==> config.mk <==
export PLATFORM = sky130hd
export DESIGN_NAME = mem_arbiter_flat
export DESIGN_NICKNAME = d
export VERILOG_FILES = /design/src/rtl/mem_arbiter_if.sv /design/src/rtl/mem_arbiter.sv /design/src/flat_wrapper.sv
export SDC_FILE = /design/constraint.sdc
export NUM_CORES = 1
export LEC_CHECK = 0
export ABC_CLOCK_PERIOD_IN_PS = 4500
export CAP_MARGIN = 5
export CELL_PAD_IN_SITES_DETAIL_PLACEMENT = 1
export CELL_PAD_IN_SITES_GLOBAL_PLACEMENT = 2
export CORE_MARGIN = 2
export CORE_UTILIZATION = 32
export CTS_CLUSTER_DIAMETER = 50
export DETAILED_ROUTE_END_ITERATION = 12
export GPL_ROUTABILITY_DRIVEN = 0
export PLACE_DENSITY = 0.91
export REMOVE_ABC_BUFFERS = 1
export SETUP_SLACK_MARGIN = 0.3
export SYNTH_ARGS = -nofsm -noshare
export SYNTH_HDL_FRONTEND = slang
export SYNTH_SLANG_ARGS = --single-unit
==> constraint.sdc <==
create_clock -name clk -period 4.5 [get_ports clk]
set_clock_uncertainty 0.05 [all_clocks]
set_input_delay 0.675 -clock clk [delete_from_list [all_inputs] [get_ports clk]]
set_output_delay 0.675 -clock clk [all_outputs]
set_load 0.05 [all_outputs]
==> src/rtl/mem_arbiter_if.sv <==
// Bundle of the IF, MEM and byte-wide RAM signals around mem_arbiter.
// The arbiter uses the slave modport; the pipeline/memory side uses master.
interface mem_arbiter_if;
  logic        if_req_i;
  logic [31:0] if_addr_i;
  logic        if_flush_i;
  logic        if_done_o;
  logic [31:0] if_data_o;
  logic        mem_req_i;
  logic        mem_we_i;
  logic [1:0]  mem_len_i;
  logic [31:0] mem_addr_i;
  logic [31:0] mem_wdata_i;
  logic        mem_done_o;
  logic [31:0] mem_rdata_o;
  logic [7:0]  ram_din_i;
  logic [7:0]  ram_dout_o;
  logic [31:0] ram_a_o;
  logic        ram_wr_o;

  modport slave (
    input  if_req_i, if_addr_i, if_flush_i,
    output if_done_o, if_data_o,
    input  mem_req_i, mem_we_i, mem_len_i, mem_addr_i, mem_wdata_i,
    output mem_done_o, mem_rdata_o,
    input  ram_din_i,
    output ram_dout_o, ram_a_o, ram_wr_o
  );

  modport master (
    output if_req_i, if_addr_i, if_flush_i,
    input  if_done_o, if_data_o,
    output mem_req_i, mem_we_i, mem_len_i, mem_addr_i, mem_wdata_i,
    input  mem_done_o, mem_rdata_o,
    output ram_din_i,
    input  ram_dout_o, ram_a_o, ram_wr_o
  );
endinterface

==> src/rtl/mem_arbiter.sv <==
// Arbitrates IF fetches and MEM loads/stores onto a single byte-wide RAM port,
// serialising each request into byte transfers and returning little-endian data.
module mem_arbiter (
  input  logic          clk,
  input  logic          rst_n,
  input  logic          rdy,
  mem_arbiter_if.slave  bus
);

  typedef enum logic [1:0] {IDLE, RD, WR, DONE} state_t;

  state_t      state_q, state_d;
  logic [2:0]  cnt_q, cnt_d;
  logic [2:0]  len_q, len_d;
  logic        own_if_q, own_if_d;
  logic [31:0] addr_q, addr_d;
  logic [31:0] wdata_q, wdata_d;
  logic [31:0] rbuf_q, rbuf_d;
  logic [31:0] ram_a_q, ram_a_d;
  logic [7:0]  ram_dout_q, ram_dout_d;
  logic        ram_wr_q, ram_wr_d;
  logic        if_done_q, if_done_d;
  logic        mem_done_q, mem_done_d;
  logic [31:0] if_data_q, if_data_d;
  logic [31:0] mem_rdata_q, mem_rdata_d;

  logic [2:0]  cnt_nx;
  logic [2:0]  len_req;
  logic [31:0] nxt_addr;
  logic [7:0]  wbyte;

  always_comb begin
    unique case (bus.mem_len_i)
      2'b00:   len_req = 3'd1;
      2'b01:   len_req = 3'd2;
      default: len_req = 3'd4;
    endcase
  end

  always_comb begin
    cnt_nx   = cnt_q + 3'd1;
    nxt_addr = addr_q + {29'd0, cnt_nx};
    wbyte    = '0;
    for (int unsigned k = 0; k < 4; k++) begin
      if (cnt_nx == 3'(k)) wbyte = wdata_q[8*k +: 8];
    end
  end

  // Output registers hold the values for the cycle after the edge, so the
  // first RAM address/write appears in the cycle right after the grant.
  always_comb begin
    state_d     = state_q;
    cnt_d       = cnt_q;
    len_d       = len_q;
    own_if_d    = own_if_q;
    addr_d      = addr_q;
    wdata_d     = wdata_q;
    rbuf_d      = rbuf_q;
    ram_a_d     = '0;
    ram_dout_d  = '0;
    ram_wr_d    = 1'b0;
    if_done_d   = 1'b0;
    mem_done_d  = 1'b0;
    if_data_d   = if_data_q;
    mem_rdata_d = mem_rdata_q;

    unique case (state_q)
      IDLE: begin
        if (bus.mem_req_i) begin
          own_if_d = 1'b0;
          addr_d   = bus.mem_addr_i;
          wdata_d  = bus.mem_wdata_i;
          len_d    = len_req;
          cnt_d    = '0;
          rbuf_d   = '0;
          ram_a_d  = bus.mem_addr_i;
          if (bus.mem_we_i) begin
            state_d    = WR;
            ram_dout_d = bus.mem_wdata_i[7:0];
            ram_wr_d   = 1'b1;
          end else begin
            state_d = RD;
          end
        end else if (bus.if_req_i && !bus.if_flush_i) begin
          own_if_d = 1'b1;
          addr_d   = bus.if_addr_i;
          len_d    = 3'd4;
          cnt_d    = '0;
          rbuf_d   = '0;
          ram_a_d  = bus.if_addr_i;
          state_d  = RD;
        end
      end

      WR: begin
        cnt_d = cnt_nx;
        if (cnt_nx == len_q) begin
          state_d    = DONE;
          mem_done_d = 1'b1;
        end else begin
          ram_a_d    = nxt_addr;
          ram_dout_d = wbyte;
          ram_wr_d   = 1'b1;
        end
      end

      RD: begin
        if (own_if_q && bus.if_flush_i) begin
          state_d = IDLE;
          cnt_d   = '0;
        end else begin
          // Read data lags its address by one cycle: lane cnt-1 arrives now.
          for (int unsigned k = 0; k < 4; k++) begin
            if (cnt_q == 3'(k + 1)) rbuf_d[8*k +: 8] = bus.ram_din_i;
          end
          cnt_d = cnt_nx;
          if (cnt_q == len_q) begin
            state_d = DONE;
            if (own_if_q) begin
              if_done_d = 1'b1;
              if_data_d = rbuf_d;
            end else begin
              mem_done_d  = 1'b1;
              mem_rdata_d = rbuf_d;
            end
          end else if (cnt_nx < len_q) begin
            ram_a_d = nxt_addr;
          end
        end
      end

      DONE: state_d = IDLE;

      default: state_d = IDLE;
    endcase
  end

  always_ff @(posedge clk or negedge rst_n) begin
    if (!rst_n) begin
      state_q     <= IDLE;
      cnt_q       <= '0;
      len_q       <= '0;
      own_if_q    <= 1'b0;
      addr_q      <= '0;
      wdata_q     <= '0;
      rbuf_q      <= '0;
      ram_a_q     <= '0;
      ram_dout_q  <= '0;
      ram_wr_q    <= 1'b0;
      if_done_q   <= 1'b0;
      mem_done_q  <= 1'b0;
      if_data_q   <= '0;
      mem_rdata_q <= '0;
    end else if (rdy) begin
      state_q     <= state_d;
      cnt_q       <= cnt_d;
      len_q       <= len_d;
      own_if_q    <= own_if_d;
      addr_q      <= addr_d;
      wdata_q     <= wdata_d;
      rbuf_q      <= rbuf_d;
      ram_a_q     <= ram_a_d;
      ram_dout_q  <= ram_dout_d;
      ram_wr_q    <= ram_wr_d;
      if_done_q   <= if_done_d;
      mem_done_q  <= mem_done_d;
      if_data_q   <= if_data_d;
      mem_rdata_q <= mem_rdata_d;
    end
  end

  // Write strobe is gated by rdy so a frozen write cycle is not repeated.
  assign bus.ram_wr_o    = ram_wr_q & rdy;
  assign bus.ram_a_o     = ram_a_q;
  assign bus.ram_dout_o  = ram_dout_q;
  assign bus.if_done_o   = if_done_q & ~bus.if_flush_i;
  assign bus.if_data_o   = if_data_q;
  assign bus.mem_done_o  = mem_done_q;
  assign bus.mem_rdata_o = mem_rdata_q;

endmodule

==> src/flat_wrapper.sv <==
// flat-port wrapper written by rule: the top's interface ports become plain ports
module mem_arbiter_flat 
  (clk, rst_n, rdy, bus_if_req_i, bus_if_addr_i, bus_if_flush_i, bus_if_done_o, bus_if_data_o, bus_mem_req_i, bus_mem_we_i, bus_mem_len_i, bus_mem_addr_i, bus_mem_wdata_i, bus_mem_done_o, bus_mem_rdata_o, bus_ram_din_i, bus_ram_dout_o, bus_ram_a_o, bus_ram_wr_o);
  mem_arbiter_if bus_i ();
  input  logic clk;
  input  logic rst_n;
  input  logic rdy;
  input wire logic [$bits(bus_i.if_req_i)-1:0] bus_if_req_i;
  input wire logic [$bits(bus_i.if_addr_i)-1:0] bus_if_addr_i;
  input wire logic [$bits(bus_i.if_flush_i)-1:0] bus_if_flush_i;
  output wire logic [$bits(bus_i.if_done_o)-1:0] bus_if_done_o;
  output wire logic [$bits(bus_i.if_data_o)-1:0] bus_if_data_o;
  input wire logic [$bits(bus_i.mem_req_i)-1:0] bus_mem_req_i;
  input wire logic [$bits(bus_i.mem_we_i)-1:0] bus_mem_we_i;
  input wire logic [$bits(bus_i.mem_len_i)-1:0] bus_mem_len_i;
  input wire logic [$bits(bus_i.mem_addr_i)-1:0] bus_mem_addr_i;
  input wire logic [$bits(bus_i.mem_wdata_i)-1:0] bus_mem_wdata_i;
  output wire logic [$bits(bus_i.mem_done_o)-1:0] bus_mem_done_o;
  output wire logic [$bits(bus_i.mem_rdata_o)-1:0] bus_mem_rdata_o;
  input wire logic [$bits(bus_i.ram_din_i)-1:0] bus_ram_din_i;
  output wire logic [$bits(bus_i.ram_dout_o)-1:0] bus_ram_dout_o;
  output wire logic [$bits(bus_i.ram_a_o)-1:0] bus_ram_a_o;
  output wire logic [$bits(bus_i.ram_wr_o)-1:0] bus_ram_wr_o;
  assign bus_i.if_req_i = bus_if_req_i;
  assign bus_i.if_addr_i = bus_if_addr_i;
  assign bus_i.if_flush_i = bus_if_flush_i;
  assign bus_if_done_o = bus_i.if_done_o;
  assign bus_if_data_o = bus_i.if_data_o;
  assign bus_i.mem_req_i = bus_mem_req_i;
  assign bus_i.mem_we_i = bus_mem_we_i;
  assign bus_i.mem_len_i = bus_mem_len_i;
  assign bus_i.mem_addr_i = bus_mem_addr_i;
  assign bus_i.mem_wdata_i = bus_mem_wdata_i;
  assign bus_mem_done_o = bus_i.mem_done_o;
  assign bus_mem_rdata_o = bus_i.mem_rdata_o;
  assign bus_i.ram_din_i = bus_ram_din_i;
  assign bus_ram_dout_o = bus_i.ram_dout_o;
  assign bus_ram_a_o = bus_i.ram_a_o;
  assign bus_ram_wr_o = bus_i.ram_wr_o;
  mem_arbiter u_core (.clk(clk), .rst_n(rst_n), .rdy(rdy), .bus(bus_i));
endmodule
==> flow_summary_export.csv <==
group,metric,value,unit
status,status,"finished clean",
sta,max_freq,298,MHz
clock_tree,cts_sinks,212,
global_routing,grt-ovfl-total,0,
synth,async_flop_share,1.00,
sta,slew_headroom,0.192,
cells_and_area,area_delta_synth_final,34.2,%
synth,seq_area_frac_synth,0.510,
synth,synth_flop_cell,"dfrtp_1",
critical_path,worst-r2r-setup-slack,1.15,ns
clock_tree,cts_made_buffers,27,
synth,synth_area,0.0104,mm2
sta,post-route-period-util,0.745,
clock_tree,post_cts_resized,0,
cells_and_area,fin_cells,1712,
placement,dpl.hpwl,22700,um
critical_path,cp-end-kind,"register",
route,finalWirelength,32800,um
placement,place_inst,1662,
synth,synth_edf_count,0,
synth,syn_inst,1061,
cells_and_area,final_nets,1386,
synth,ys_types,58,
floorplan,die-height,184,um
synth,yosysMostFrequentCell,"dfrtp_1",
sta,setup_violations,0,
critical_path,required,4.80,ns
global_routing,grt_pass1_vias,9523,
route,drt_iter0_drc,425,
sta,finalMaxSlewViolations,0,
clock_tree,cts.clk_slew.worst_paths,0.06,ns
synth,synth.cells.most_frequent,"dfrtp_1 (212), nand2_1 (160), o21ai_0 (150)",
clock_tree,cts-root-buf,"clkbuf_16",
floorplan,core_area,0.0318,mm2
clock_tree,clock_latency,0.52,ns
route,avgViaCountPerCell,5.21,
clock_tree,cts_buffer_depth,3,
critical_path,arrival,3.65,ns
sta,hold_viol_final,0,
floorplan,die_x,184,um
floorplan,start_util,0.327,
cells_and_area,nFillCells,3552,
sta,fin_crit,3.35,ns
clock_tree,postCtsSetupBuffers,0,
global_routing,grt_pass1_wl,52400,um
route,drt.antenna.violating_nets,0,
placement,io_buffer_count,219,
route,vias,8922,
global_routing,antenna_found_initial,4,
route,drtPass1Iterations,5,
critical_path,crit_fanout,7,
critical_path,startpoint_type,"register",
sta,worst_pin_slew,1.20,ns
synth,synth_top_area_frac,0.510,
synth,ys_seq_elements,212,
clock_tree,holdBufCountCts,0,
synth,synth_top_area_cell,"dfrtp_1",
pwr,p_leak,0.00606,uW
cells_and_area,drive_gt1_frac,0.0831,
min_path,hold_class,"primary input to asynchronous set/reset pin",
sta,whs,0.232,ns
floorplan,ios,220,
critical_path,critPathKind,"register to register",
route,wire_per_inst,19.2,um
synth,ys_top_cells_by_area,"dfrtp_1 (51%), o21ai_0 (7.2%), nand2_1 (5.8%)",
synth,postSynthAreaPerCell,9.80,um2
floorplan,dieArea,0.0339,mm2
pwr,peakVddDrop,0.334,mV
sta,setup_tns,0,ns
clock_tree,cts_htree_levels,1,
clock_tree,cts_tree,"yes",
pwr,power_density,635,mW/mm2
cells_and_area,design_area,0.0140,mm2
flow_run,drv_cap,0,
sta,rsz0062_at_grt,"no",
global_routing,grt_use_total,0.194,
synth,ys_warn_count,0,
route,drc_errors,0,
placement,postPlaceCellArea,0.0130,mm2
floorplan,rows,65,
global_routing,grt_max_degree,131,
-- sequential cells by signal (all words and copies together) (netlist names), 3 cells and up --
signal	count
u_core.addr_q	32
u_core.bus.if_data_o	32
u_core.bus.mem_rdata_o	32
u_core.bus.ram_a_o	32
u_core.bus.ram_dout_o	8
u_core.cnt_q	3
u_core.len_q	3
u_core.rbuf_q	32
u_core.wdata_q	32
-- per-layer routing --
metal | GRT usage | part of all wire | up-vias
li1 | - | - | 4202
met1 | 0.258 | 0.45 | 4426
met2 | 0.323 | 0.48 | 241
met3 | 0.0364 | 0.054 | 51
met4 | 0.0518 | 0.020 | 2
met5 | 0 | 0.00034 | -
-- path summary, 6_finish.rpt --
kind                                       startpoint  cells past startpoint                         end
max                                   u_core.cnt_q[0]                      9      u_core.bus.ram_a_o[15]
min                                             rst_n                      1  u_core.bus.mem_rdata_o[21]
max reg2reg                           u_core.cnt_q[0]                      9      u_core.bus.ram_a_o[15]
min reg2reg                u_core.bus.mem_rdata_o[16]                      2  u_core.bus.mem_rdata_o[16]
max in group asynchronous                       rst_n                      2       u_core.bus.ram_a_o[8]
min in group clk           u_core.bus.mem_rdata_o[16]                      2  u_core.bus.mem_rdata_o[16]
-- placed cells by master (no fill, tap or decap), drive strengths merged, types with 14 or more instances in the layout --
master / synthesis / final
clkdlybuf4s50: 0 / 217
mux2: 32 / 32
a22oi: 42 / 42
nand3: 26 / 26
o221ai: 16 / 16
inv: 17 / 24
xor2: 15 / 15
ha: 16 / 16
a21oi: 68 / 68
nand2: 160 / 160
o21ai: 152 / 152
mux2i: 55 / 55
dfrtp: 212 / 212
xnor2: 14 / 14
nor2: 40 / 40
and3: 29 / 29
buf: 8 / 15
clkbuf: 59 / 35
-- worst max-delay path, cell delays in order (launching register included) --
cell and delay, ns:
dfrtp_1 0.44, ha_1 0.26, ha_1 0.32, inv_1 0.07, ha_1 0.35, nand3_1 0.18
a211oi_1 0.99, nand3_1 0.20, xor2_1 0.19, o221ai_1 0.13
-- final cells by class --
cell class	instances	area, um2	area share
Multi-Input combinational cell	765	4790	0.344
Antenna cell	2	5.00	0.000359
Sequential cell	212	5310	0.380
Clock inverter	14	171	0.0123
Clock buffer	34	762	0.0546
Inverter	17	63.8	0.00457
Timing Repair Buffer	233	2310	0.165
Tap cell	435	544	0.0390
-- logic make-up (layout without fill, tap and decap cells) --
kind of cell	count (synthesis)	after routing	synth area share
compound gates	325	325	0.189
xor+xnor	29	29	0.0244
fa+ha+maj	17	17	0.0212
buf+inv	84	298	0.0305
flops	212	212	0.510
mux	87	87	0.0876
other cells	0	2	0
simple gates	307	307	0.137
-- where the power goes --
part           switching [uW]  internal [uW]  total [uW]
sequential                548           2540        3090
clock                     853           1380        2230
combinational            2250           1290        3540
total                    3650           5210        8860
-- per-stage QoR --
step,total power (uW),worst slack [ns],utilization
after floorplan,5260,1.14,-
after global placement,6530,1.08,0.409
after detailed placement,6650,0.968,0.409
after CTS,8950,1.05,0.439
after global routing,9370,0.861,0.439
final,8860,1.15,0.439
No activity file was read; power rests on OpenSTA's default activity.
